$ cat src/rtl/frame_composer_if.sv
// Frame output handshake bundle: composed frame, its valid strobe and the consumer's ready.
interface frame_composer_if #(
   parameter int DATA_W = 192
);
   logic              frame_valid;
   logic              frame_ready;
   logic [DATA_W-1:0] frame_data;

   modport master (output frame_valid, output frame_data, input frame_ready);
   modport slave  (input frame_valid, input frame_data, output frame_ready);
endinterface

$ cat src/rtl/frame_composer.sv
// Builds one LED-matrix frame (bricks, paddle, ball or game-over image) row by row from a
// snapshot taken at frame_tick. Optional game-over blinking: define FRAME_COMPOSER_BLINK_EN.
//
// state | meaning
// IDLE  | waiting for frame_tick; accepts the tick and snapshots all game inputs
// BUILD | writes one row per cycle into the work buffer, rows 0..ROWS-1
// HOLD  | frame_data/frame_valid held until the consumer handshakes
module frame_composer #(
   parameter int ROWS         = 12,
   parameter int COLS         = 16,
   parameter int BRICK_ROWS   = 7,
   parameter int BRICK_COLS   = 8,
   parameter int PLATE_ROW    = 10,
   parameter int BLINK_FRAMES = 8
) (
   input  logic                             clk,
   input  logic                             rst_n,
   input  logic                             frame_tick,
   input  logic [COLS-1:0]                  plate_row,
   input  logic [3:0]                       ball_row,
   input  logic [3:0]                       ball_col,
   input  logic [BRICK_ROWS*BRICK_COLS-1:0] bricks,
   input  logic                             is_game_over,
   input  logic [ROWS*COLS-1:0]             gameover_img,
   frame_composer_if.master                 frame,
   output logic                             busy,
   output logic [7:0]                       drop_cnt
);

   localparam int BRICK_W = COLS / BRICK_COLS;
   localparam int RW      = (ROWS > 1) ? $clog2(ROWS) : 1;
   localparam int NB      = BRICK_ROWS * BRICK_COLS;
   localparam int FW      = ROWS * COLS;

   typedef enum logic [1:0] {
      IDLE  = 2'd0,
      BUILD = 2'd1,
      HOLD  = 2'd2
   } state_t;

   state_t          state_q, state_d;
   logic [RW-1:0]   row_cnt;
   logic [COLS-1:0] snap_plate;
   logic [3:0]      snap_ball_row;
   logic [3:0]      snap_ball_col;
   logic [NB-1:0]   snap_bricks;
   logic            snap_go;
   logic [FW-1:0]   snap_img;
   logic [FW-1:0]   work_q, work_d;
   logic [FW-1:0]   data_q;
   logic            valid_q;
   logic            load, last_row, hs, drop;
   logic [COLS-1:0] row_pix;

`ifdef FRAME_COMPOSER_BLINK_EN
   localparam int CW = $clog2(BLINK_FRAMES + 1);
   logic          blink_phase;
   logic [CW-1:0] blink_cnt;
`endif

   always_comb begin
      state_d  = state_q;
      load     = 1'b0;
      hs       = 1'b0;
      drop     = 1'b0;
      last_row = (int'(row_cnt) == ROWS - 1);
      case (state_q)
         IDLE: begin
            if (frame_tick) begin
               load    = 1'b1;
               state_d = BUILD;
            end
         end
         BUILD: begin
            drop = frame_tick;
            if (last_row) state_d = HOLD;
         end
         HOLD: begin
            drop = frame_tick;
            if (valid_q && frame.frame_ready) begin
               hs      = 1'b1;
               state_d = IDLE;
            end
         end
         default: state_d = IDLE;
      endcase
   end

   // Pixel column c lives at bit COLS-1-c of its row, so column 0 is the row's MSB.
   always_comb begin
      int ri;
      int br;
      int bc;
      ri      = int'(row_cnt);
      br      = int'(snap_ball_row);
      bc      = int'(snap_ball_col);
      row_pix = '0;
      if (snap_go) begin
`ifdef FRAME_COMPOSER_BLINK_EN
         if (!blink_phase) row_pix = snap_img[(ROWS-1-ri)*COLS +: COLS];
`else
         row_pix = snap_img[(ROWS-1-ri)*COLS +: COLS];
`endif
      end else begin
         if (ri < BRICK_ROWS) begin
            for (int c = 0; c < COLS; c++)
               row_pix[COLS-1-c] = snap_bricks[ri*BRICK_COLS + c/BRICK_W];
         end
         if (ri == PLATE_ROW) row_pix = row_pix | snap_plate;
         if (br == ri && br < ROWS && bc < COLS) row_pix[COLS-1-bc] = 1'b1;
      end
      work_d = work_q;
      work_d[(ROWS-1-ri)*COLS +: COLS] = row_pix;
   end

   always_ff @(posedge clk or negedge rst_n) begin
      if (!rst_n) begin
         state_q       <= IDLE;
         row_cnt       <= '0;
         snap_plate    <= '0;
         snap_ball_row <= '0;
         snap_ball_col <= '0;
         snap_bricks   <= '0;
         snap_go       <= 1'b0;
         snap_img      <= '0;
         work_q        <= '0;
         data_q        <= '0;
         valid_q       <= 1'b0;
         drop_cnt      <= '0;
      end else begin
         state_q <= state_d;
         if (load) begin
            snap_plate    <= plate_row;
            snap_ball_row <= ball_row;
            snap_ball_col <= ball_col;
            snap_bricks   <= bricks;
            snap_go       <= is_game_over;
            snap_img      <= gameover_img;
            row_cnt       <= '0;
         end
         if (state_q == BUILD) begin
            work_q  <= work_d;
            row_cnt <= last_row ? '0 : row_cnt + 1'b1;
            // The last row goes straight from work_d so the frame appears the same cycle.
            if (last_row) begin
               data_q  <= work_d;
               valid_q <= 1'b1;
            end
         end
         if (hs) valid_q <= 1'b0;
         if (drop && drop_cnt != 8'hFF) drop_cnt <= drop_cnt + 8'd1;
      end
   end

`ifdef FRAME_COMPOSER_BLINK_EN
   // Phase only moves on a handshake, so it is constant across any single build.
   always_ff @(posedge clk or negedge rst_n) begin
      if (!rst_n) begin
         blink_phase <= 1'b0;
         blink_cnt   <= '0;
      end else if (load && !is_game_over) begin
         blink_phase <= 1'b0;
         blink_cnt   <= '0;
      end else if (hs && snap_go) begin
         if (int'(blink_cnt) == BLINK_FRAMES - 1) begin
            blink_cnt   <= '0;
            blink_phase <= ~blink_phase;
         end else begin
            blink_cnt <= blink_cnt + 1'b1;
         end
      end
   end
`endif

   assign busy              = (state_q != IDLE);
   assign frame.frame_valid = valid_q;
   assign frame.frame_data  = data_q;

endmodule

$ cat src/flat_wrapper.sv
// flat-port wrapper written by rule: the top's interface ports become plain ports
module frame_composer_flat 
#(
   parameter int ROWS         = 12,
   parameter int COLS         = 16,
   parameter int BRICK_ROWS   = 7,
   parameter int BRICK_COLS   = 8,
   parameter int PLATE_ROW    = 10,
   parameter int BLINK_FRAMES = 8
)
  (clk, rst_n, frame_tick, plate_row, ball_row, ball_col, bricks, is_game_over, gameover_img, busy, drop_cnt, frame_frame_valid, frame_frame_data, frame_frame_ready);
  frame_composer_if #(.DATA_W((ROWS * COLS))) frame_i ();
  input  logic clk;
  input  logic rst_n;
  input  logic frame_tick;
  input  logic [COLS-1:0] plate_row;
  input  logic [3:0] ball_row;
  input  logic [3:0] ball_col;
  input  logic [BRICK_ROWS*BRICK_COLS-1:0] bricks;
  input  logic is_game_over;
  input  logic [ROWS*COLS-1:0] gameover_img;
  output logic busy;
  output logic [7:0] drop_cnt;
  output wire logic [$bits(frame_i.frame_valid)-1:0] frame_frame_valid;
  output wire logic [$bits(frame_i.frame_data)-1:0] frame_frame_data;
  input wire logic [$bits(frame_i.frame_ready)-1:0] frame_frame_ready;
  assign frame_frame_valid = frame_i.frame_valid;
  assign frame_frame_data = frame_i.frame_data;
  assign frame_i.frame_ready = frame_frame_ready;
  frame_composer #(.ROWS(ROWS), .COLS(COLS), .BRICK_ROWS(BRICK_ROWS), .BRICK_COLS(BRICK_COLS), .PLATE_ROW(PLATE_ROW), .BLINK_FRAMES(BLINK_FRAMES)) u_core (.clk(clk), .rst_n(rst_n), .frame_tick(frame_tick), .plate_row(plate_row), .ball_row(ball_row), .ball_col(ball_col), .bricks(bricks), .is_game_over(is_game_over), .gameover_img(gameover_img), .frame(frame_i), .busy(busy), .drop_cnt(drop_cnt));
endmodule
$ cat config.mk
export PLATFORM = sky130hd
export DESIGN_NAME = frame_composer_flat
export DESIGN_NICKNAME = d
export VERILOG_FILES = /design/src/rtl/frame_composer_if.sv /design/src/rtl/frame_composer.sv /design/src/flat_wrapper.sv
export SDC_FILE = /design/constraint.sdc
export NUM_CORES = 1
export LEC_CHECK = 0
export ABC_AREA = 1
export CAP_MARGIN = 10
export CORE_MARGIN = 2
export CORE_UTILIZATION = 50
export DETAILED_ROUTE_END_ITERATION = 8
export GPL_TIMING_DRIVEN = 0
export PLACE_DENSITY_LB_ADDON = 0.08
export SETUP_SLACK_MARGIN = 0.5
export SYNTH_ARGS = -nofsm -noshare
export SYNTH_HDL_FRONTEND = slang
export SYNTH_SLANG_ARGS = --single-unit
$ cat constraint.sdc
create_clock -name clk -period 3.45 [get_ports clk]
set_clock_uncertainty 0.05 [all_clocks]
set_input_delay 1.035 -clock clk [delete_from_list [all_inputs] [get_ports clk]]
set_output_delay 1.035 -clock clk [all_outputs]
set_load 0.01 [all_outputs]
==> impl_results.md, run 1 <==
- Reg clk slew, reported paths: around 0.070 ns
- Met1 usage in global routing: approximately 47%
- Worst r2r dst: u_core.frame.frame_data[18]$_DFFE_PN0P_
- Worst EP required: 3.95 ns
- Number of global-route vias before repair: 29855
- Proportion of synthesized chip area in sequential cells: between 50% and 60%
- Hold buffer count at CTS: 0
- Drt first pass iters: 8
- Initial standard-cell utilization of the core: 50.72%
- Maximum root-to-sink buffer count: 3
- Combinational family with the most area after synthesis: simple AND/OR/NAND/NOR gates
- Commonest register cell after synthesis: sky130_fd_sc_hd__dfrtp_1
- Total chip power: 0.04213 W
- Worst-Margin Slew: about 0.93 ns
- Area fraction of the dominant cell type after synthesis: between 50% and 60%
- Count of yosys warnings during synthesis: 0
- Commonest cells in the netlist: sky130_fd_sc_hd__nand2_1 (2123), sky130_fd_sc_hd__dfrtp_1 (672), sky130_fd_sc_hd__nand3_1 (316)
- Combined area of the multi-input logic cells: 14740 um2
- Met3 Use GR: around 8.3%
- CTS tree: yes
- Worst-case vdd ir drop: roughly 700 uV
- Final Hold Vio Count: 0
- Internal Power: 0.02336 W
- Type of destination of the critical path: flop
- Critical R2R Launch: u_core.row_cnt[0]$_DFFE_PN0P_
- Largest fanout on the critical path: 10
- Period utilization: between 90 and 100%
- Worst slew slack as a fraction of its limit: 38.05%
- Antenna Nets Post-Route: 0
- Portion of total power attributed to sequential cells: a little under 30%
- Width of the chip: 257.2 um
- Combined global-route utilization of all metal layers: ~34%
- Root buffer cell: sky130_fd_sc_hd__clkbuf_16
- Run status: completed
- Sum of net half-perimeters after detailed placement: 81.60 mm
- Max H-tree Level: 3
- Signal arrival time at the worst endpoint: 3.67 ns
- Number of ports placed on the die boundary: 479
- Global-route wire length before repair: around 170 mm
- Unrepaired setup endpoints after global routing: yes
- Wirelength per Cell: 19.95 um
- Count of vias placed by the detailed router: slightly above 30000
- Fraction of power consumed by combinational cells: 51.4%
- Area fraction in compound gates after synthesis: 5.996%
- Type of element launching the critical path: flop
- Switching power: 0.01877 W
- Maximum clock rate: approximately 0.32 GHz
- Cell area after synthesis: 32050 um2
- Met2 capacity usage during global routing: 51.48%
- Count of input and output buffers: 478
- Cts bufs inserted: a little over 70
- Max-cap violation count: 0
- Sequential cell area: roughly 17000 um2
- Final Util: 69.53%
- R2R setup slack: 0.29 ns
- Classification of the worst-slack hold path: in2async
- Initial antenna violation count: 12
- Max-slew violation total from the final report: 0
- Row count: just over 90
- Largest net degree at the start of global routing: 123
- Synthesized-area fraction occupied by and/or/nand/nor cells: about a third
- Most congested layer reported by global routing: met2
- Number of synthesized flops with an enable pin: 0
- Count of mapped cells out of synthesis: 4223
- CORE AREA: 63200 um2
- Most area-consuming cells after synthesis: sky130_fd_sc_hd__dfrtp_1 (52%), sky130_fd_sc_hd__nand2_1 (25%), sky130_fd_sc_hd__nand3_1 (4.9%), sky130_fd_sc_hd__inv_1 (3.4%), sky130_fd_sc_hd__o21ai_0 (2.9%)
- Mean post-synth cell area: roughly 7.6 um2
- Distinct cell type count after synthesis: 38
- Residual overflow from global routing: 0
- Clock latency on the worst-skew pair: 0.63 ns
- Post-route setup TNS: 0 ns
- Setup violation total in the final timing report: 0
- Overall die area: 66140 um2
- Sw frac: between 40 and 50%
- Height of the die: 257.2 um
- DRC errors left: 0
- Count of routing violations after the opening detailed-route iteration: 3386
- Clk network pwr share: 19.5%
- Post-Synth XOR/XNOR Area: 0.2733%
- Weighted congestion reported at the end of routability-driven placement: 0.9589
- Share of post-route cells with drive strength above 1: 14.87%
- Number of nets in the layout: 5173
- Total of flip-flops plus latches after synthesis: 672
- Multiplexer share of the synthesized area: 0.03513%
- Count of fill cells added during filler insertion: 5059
- Power per standard cell area: 958.9 nW/um2
- Detailed-route wire length: 115.5 mm
- Largest area contributor in the synthesized netlist: sky130_fd_sc_hd__dfrtp_1
- Number of clock sinks seen by CTS: 672
- Number of nets in the synthesized netlist: 4515
- Min Clock Period, post-route: approximately 3.2 ns
- Async set or reset register ratio after synthesis: 100.0%
- Depth of the worst register-to-register path: 16
- Number of vias per cell: between 5 and 6
- Relative area change from synthesis to final layout: 37.08%
- Synth Area in Adders: less than 1%
- Class of the most critical setup path: reg2reg
- Top-count cell post-synth: sky130_fd_sc_hd__nand2_1
- Setup crit start: u_core.row_cnt[0]$_DFFE_PN0P_
- Static leakage: 22.33 nW
==> flip-flops by register name (all words and copies together), names as in the netlist <==
name / cells
u_core.snap_ball_row: 4
u_core.snap_img: 192
u_core.snap_ball_col: 4
u_core.state_q: 2
u_core.frame.frame_data: 192
u_core.snap_plate: 16
u_core.row_cnt: 4
u_core.drop_cnt: 8
u_core.snap_go: 1
u_core.frame.frame_valid: 1
u_core.snap_bricks: 56
u_core.work_q: 192
==> critical path: stages (launching register included) <==
cell and delay (ns):
sky130_fd_sc_hd__dfrtp_1 0.39, sky130_fd_sc_hd__buf_6 0.14, sky130_fd_sc_hd__buf_4 0.13, sky130_fd_sc_hd__buf_4 0.16
sky130_fd_sc_hd__buf_8 0.15, sky130_fd_sc_hd__buf_2 0.20, sky130_fd_sc_hd__nand2_1 0.09, sky130_fd_sc_hd__nand3_1 0.09
sky130_fd_sc_hd__nand3_1 0.14, sky130_fd_sc_hd__nand3_1 0.19, sky130_fd_sc_hd__nand2_1 0.19, sky130_fd_sc_hd__nand2_1 0.07
sky130_fd_sc_hd__nand2_1 0.16, sky130_fd_sc_hd__nand4_2 0.40, sky130_fd_sc_hd__o21bai_1 0.34, sky130_fd_sc_hd__nand2_1 0.12
sky130_fd_sc_hd__nand2_1 0.08
==> cells by family (layout without fill, tap and decap cells) <==
| logic type | Yosys count | after routing |
|---|---|---|
| XOR/XNOR | 10 | 10 |
| other | 0 | 8 |
| multiplexers | 1 | 1 |
| AND/OR/NAND/NOR | 2656 | 2656 |
| adder cells (fa/ha/maj) | 15 | 15 |
| flip-flops | 672 | 672 |
| AO/OA/AOI/OAI | 317 | 317 |
| buffers and inverters | 552 | 1265 |
==> cell usage in the layout, fill, tap and decap left out, types with 23 or more instances in the layout <==
| cell | n |
|---|---|
| sky130_fd_sc_hd__clkbuf_2 | 24 |
| sky130_fd_sc_hd__buf_4 | 64 |
| sky130_fd_sc_hd__dfrtp_1 | 669 |
| sky130_fd_sc_hd__o21bai_4 | 48 |
| sky130_fd_sc_hd__nand2_2 | 107 |
| sky130_fd_sc_hd__inv_1 | 261 |
| sky130_fd_sc_hd__clkbuf_1 | 118 |
| sky130_fd_sc_hd__nand2_1 | 1967 |
| sky130_fd_sc_hd__clkbuf_16 | 82 |
| sky130_fd_sc_hd__nand3_2 | 44 |
| sky130_fd_sc_hd__clkdlybuf4s50_1 | 477 |
| sky130_fd_sc_hd__o21ai_0 | 171 |
| sky130_fd_sc_hd__o21ai_1 | 23 |
| sky130_fd_sc_hd__nand3_1 | 266 |
| sky130_fd_sc_hd__o21bai_1 | 29 |
| sky130_fd_sc_hd__nand2_4 | 46 |
| sky130_fd_sc_hd__inv_2 | 39 |
| sky130_fd_sc_hd__buf_2 | 31 |
| sky130_fd_sc_hd__buf_6 | 40 |
| sky130_fd_sc_hd__nor2_1 | 127 |
==> through the flow <==
stage          cells  hold WS (ns)  instance area (um2)  worst slack [ns]
2_1_floorplan   4223        0.3917                32130            0.5179
3_3_place_gp    5547        0.4035                37970            -29.19
3_5_place_dp    5553        0.4102                38140           -0.5144
4_1_cts         5750        0.3587                42620            0.2220
5_1_grt         5788        0.3843                43930            0.1986
6_report        5790        0.3413                43940            0.2852
==> worst max-delay path by stage <==
stage	endpoint	slack, ns	depth (start not counted)
5_1_grt	u_core.frame.frame_data[10]$_DFFE_PN0P_	0.20	16
3_3_place_gp	u_core.frame.frame_data[150]$_DFFE_PN0P_	-29.19	1
2_1_floorplan	u_core.work_q[102]$_DFFE_PN0P_	0.52	20
4_1_cts	u_core.frame.frame_data[183]$_DFFE_PN0P_	0.22	21
6_report	u_core.frame.frame_data[18]$_DFFE_PN0P_	0.29	16
3_5_place_dp	u_core.frame.frame_data[174]$_DFFE_PN0P_	-0.51	11
==> final cells by class <==
class                   instances  share of cell area, %
multi-input cells            2999                  33.55
clock inverters                27                 0.7660
inverters                     311                  2.756
plain buffers                 241                  3.488
diodes                          8                0.04556
repair buffers                584                  13.78
well taps                     846                  2.409
clock buffers                 102                  4.921
flip-flops and latches        672                  38.28
==> metal layers <==
layer	wire length (um)	part of all wire, %	up-vias
met2	50980	44	1528
met1	47870	41	14851
met4	5620	4.9	8
li1	-	-	14408
met3	10980	9.5	302
met5	48	0.042	-
==> power by group through the flow <==
stage          combinational [W]  sequential (W)  clock, W
3_5_place_dp              0.0169          0.0122         0
6_report                  0.0217          0.0123   0.00821
3_3_place_gp              0.0166          0.0123         0
5_1_grt                   0.0232          0.0125   0.00858
4_1_cts                   0.0194          0.0122   0.00826
2_1_floorplan             0.0101          0.0121         0
==> repair_timing <==
item,in CTS,in global routing
pin swaps,84,70
resized for setup,340,299
endpoints found under the setup margin,580,583
setup buffers,55,29
gates cloned,13,3
(Power assumes the default switching activity.)
==> inputs of run 2 (changes only) <==
- CORE_UTILIZATION: 50 -> 58
- DONT_BUFFER_PORTS: default -> 1
==> impl_results.md, run 2 (same netlist as run 1, synthesis figures left out) <==
- Combined area of the multi-input logic cells: 15310 um2
- Internal Power: 0.02231 W
- CORE AREA: about 55000 um2
- Number of standard cells in the final layout excluding fillers: 5166
- Termination of the worst setup path: u_core.frame.frame_data[190]$_DFFE_PN0P_
- Worst-Margin Slew: 3.138 ns
- Number of nets in the layout: 4690
- Commonest non-fill, non-tap cell in the layout: sky130_fd_sc_hd__nand2_1
- Cts bufs inserted: 72
- Count of vias placed by the detailed router: 29453
- Number of vias per cell: approximately 5.7
- Number of clock sinks seen by CTS: 672
- Count of input and output buffers: 0
- Signal arrival time at the worst endpoint: 3.80 ns
- Final Util: 71.90%
- Run status: finished, violations left
- Max-slew violation total from the final report: roughly 590
- Clock latency on the worst-skew pair: 0.64 ns
- Class of the most critical setup path: reg2reg
- Relative area change from synthesis to final layout: 23.11%
- Initial antenna violation count: 6
- Largest fanout on the critical path: 7
- Maximum clock rate: 0.2995 GHz
- Classification of the worst-slack hold path: in2async
- Power per standard cell area: 1035 nW/um2
- Clk network pwr share: about a fifth
- Worst-case vdd ir drop: ~600 uV
- Period utilization: 96.78%
- Final Hold Vio Count: 0
- Type of element launching the critical path: flop
- Overall die area: approximately 57000 um2
- Worst slew slack as a fraction of its limit: -109.2%
- Min Clock Period, post-route: roughly 3.3 ns
- Count of fill cells added during filler insertion: 4272
- Fraction of power consumed by combinational cells: 48.4%
- Number of global-route vias before repair: 27323
- Count of routing violations after the opening detailed-route iteration: approximately 3500
- Hold buffer count at CTS: 0
- Type of destination of the critical path: flop
- Reg clk slew, reported paths: 0.06 ns
- Most frequent cells in the layout: sky130_fd_sc_hd__nand2_1 (1910), sky130_fd_sc_hd__dfrtp_1 (669), sky130_fd_sc_hd__inv_1 (249)
- Initial standard-cell utilization of the core: 58.41%
- Root buffer cell: sky130_fd_sc_hd__clkbuf_16
- Residual overflow from global routing: 0
- Weighted congestion reported at the end of routability-driven placement: 0.9583
- Global-route wire length before repair: 161.1 mm
- Sw frac: 45.40%
- Maximum root-to-sink buffer count: 3
- Critical R2R Launch: u_core.row_cnt[2]$_DFFE_PN0P_
- Drt first pass iters: 6
- Height of the die: about 240 um
- Setup crit start: u_core.row_cnt[2]$_DFFE_PN0P_
- Detailed-route wire length: 109.5 mm
- Portion of total power attributed to sequential cells: 31.0%
- Switching power: 0.01855 W
- Post-route setup TNS: 0 ns
- Width of the chip: 239.1 um
- Violated checks: slew limit
- CTS tree: yes
- Worst EP required: 3.91 ns
- R2R setup slack: 0.11 ns
- Antenna Nets Post-Route: 0
- Combined global-route utilization of all metal layers: 37.44%
- Number of ports placed on the die boundary: 479
- Sequential cell area: ~17000 um2
- Wirelength per Cell: approximately 21 um
- Row count: 86
- Setup violation total in the final timing report: 0
- Total chip power: 0.04085 W
- Share of post-route cells with drive strength above 1: approximately 19%
- Max-cap violation count: 0
- DRC errors left: 0
- Number of placed cells counting well taps: between 4000 and 5000
- Sum of net half-perimeters after detailed placement: 75.23 mm
- Max H-tree Level: 3
- Unrepaired setup endpoints after global routing: yes
- Largest net degree at the start of global routing: 673
- Depth of the worst register-to-register path: 21
- Static leakage: 20.55 nW
- Worst r2r dst: u_core.frame.frame_data[190]$_DFFE_PN0P_
run 2: cell types whose count changed in the layout (fill, tap and decap cells not counted), sizes merged:
cell,before,now
clkinv,19,14
buf,197,195
bufinv,7,10
clkdlybuf4s50,477,0
inv,306,310
diode,8,4
clkinvlp,6,5
run 2: power by group through the flow:
stage | Clock, W | Sequential (W) | Combinational (W)
after floorplan | 0 | 0.0121 | 0.0101
after global placement | 0 | 0.0125 | 0.0147
after detailed placement | 0 | 0.0126 | 0.0149
after CTS | 0.00846 | 0.0125 | 0.0178
after global routing | 0.00879 | 0.0129 | 0.0211
final | 0.00844 | 0.0126 | 0.0198
run 2: layout make-up:
type                    count  share of cell area, %
well taps                 704                  2.232
plain buffers             241                  3.888
inverters                 311                  3.123
flip-flops and latches    672                  42.63
clock buffers             106                  5.489
repair buffers            101                  2.765
multi-input cells        2999                  38.79
diodes                      4                0.02537
clock inverters            28                  1.059
run 2: worst min-delay path by stage:
stage	from	to	slack, ns
finish	rst_n	u_core.snap_img[14]$_DFFE_PN0P_	0.06
global route	rst_n	u_core.snap_img[28]$_DFFE_PN0P_	0.05
CTS	rst_n	u_core.snap_img[82]$_DFFE_PN0P_	0.05
detailed placement	u_core.snap_bricks[41]$_DFFE_PN0P_	u_core.snap_bricks[41]$_DFFE_PN0P_	0.41
global placement	u_core.work_q[12]$_DFFE_PN0P_	u_core.work_q[12]$_DFFE_PN0P_	0.40
floorplan	u_core.work_q[0]$_DFFE_PN0P_	u_core.work_q[0]$_DFFE_PN0P_	0.39
run 2: routing by layer:
| metal | GRT usage (%) | share of wire, % | wire length (um) | vias up |
|---|---|---|---|---|
| li1 | - | - | - | 13473 |
| met1 | 53.42 | 42 | 45820 | 14185 |
| met2 | 54.19 | 43 | 47460 | 1488 |
| met3 | 9.584 | 10 | 10960 | 307 |
| met4 | 16.27 | 4.8 | 5249 | 0 |
| met5 | 0 | 0 | 0 | - |
run 2: through the flow:
step	worst slack (ns)	cell area (um2)	hold WS, ns
2_1_floorplan	0.5179	32130	0.3917
3_3_place_gp	-0.6051	33010	0.4040
3_5_place_dp	-0.5585	33010	0.4105
4_1_cts	0.2549	38180	0.04507
5_1_grt	0.02478	39460	0.05185
6_report	0.1111	39460	0.06164
run 2: worst max-delay path, stage by stage, from the launching register on:
cell and delay (ns):
sky130_fd_sc_hd__dfrtp_2 0.43, sky130_fd_sc_hd__buf_8 0.14, sky130_fd_sc_hd__clkinv_8 0.04, sky130_fd_sc_hd__clkbuf_16 0.14, sky130_fd_sc_hd__ha_4 0.23, sky130_fd_sc_hd__nor2_4 0.14
sky130_fd_sc_hd__nand2_2 0.08, sky130_fd_sc_hd__ha_4 0.24, sky130_fd_sc_hd__inv_2 0.06, sky130_fd_sc_hd__nand2_2 0.06, sky130_fd_sc_hd__nor2_4 0.09, sky130_fd_sc_hd__nand4_1 0.19
sky130_fd_sc_hd__nor2_2 0.21, sky130_fd_sc_hd__inv_2 0.09, sky130_fd_sc_hd__nor2_4 0.18, sky130_fd_sc_hd__nand3_4 0.22, sky130_fd_sc_hd__buf_8 0.23, sky130_fd_sc_hd__nand2_4 0.07
sky130_fd_sc_hd__inv_2 0.03, sky130_fd_sc_hd__o21bai_4 0.16, sky130_fd_sc_hd__nand2_1 0.07, sky130_fd_sc_hd__nand2_1 0.06
run 2: repair_timing:
| action | 4_1_cts | 5_1_grt |
|---|---|---|
| cloned | 19 | 1 |
| pin swaps | 105 | 113 |
| buffers inserted | 65 | 16 |
| gates resized for setup | 458 | 347 |
| endpoints found under the setup margin | 390 | 456 |
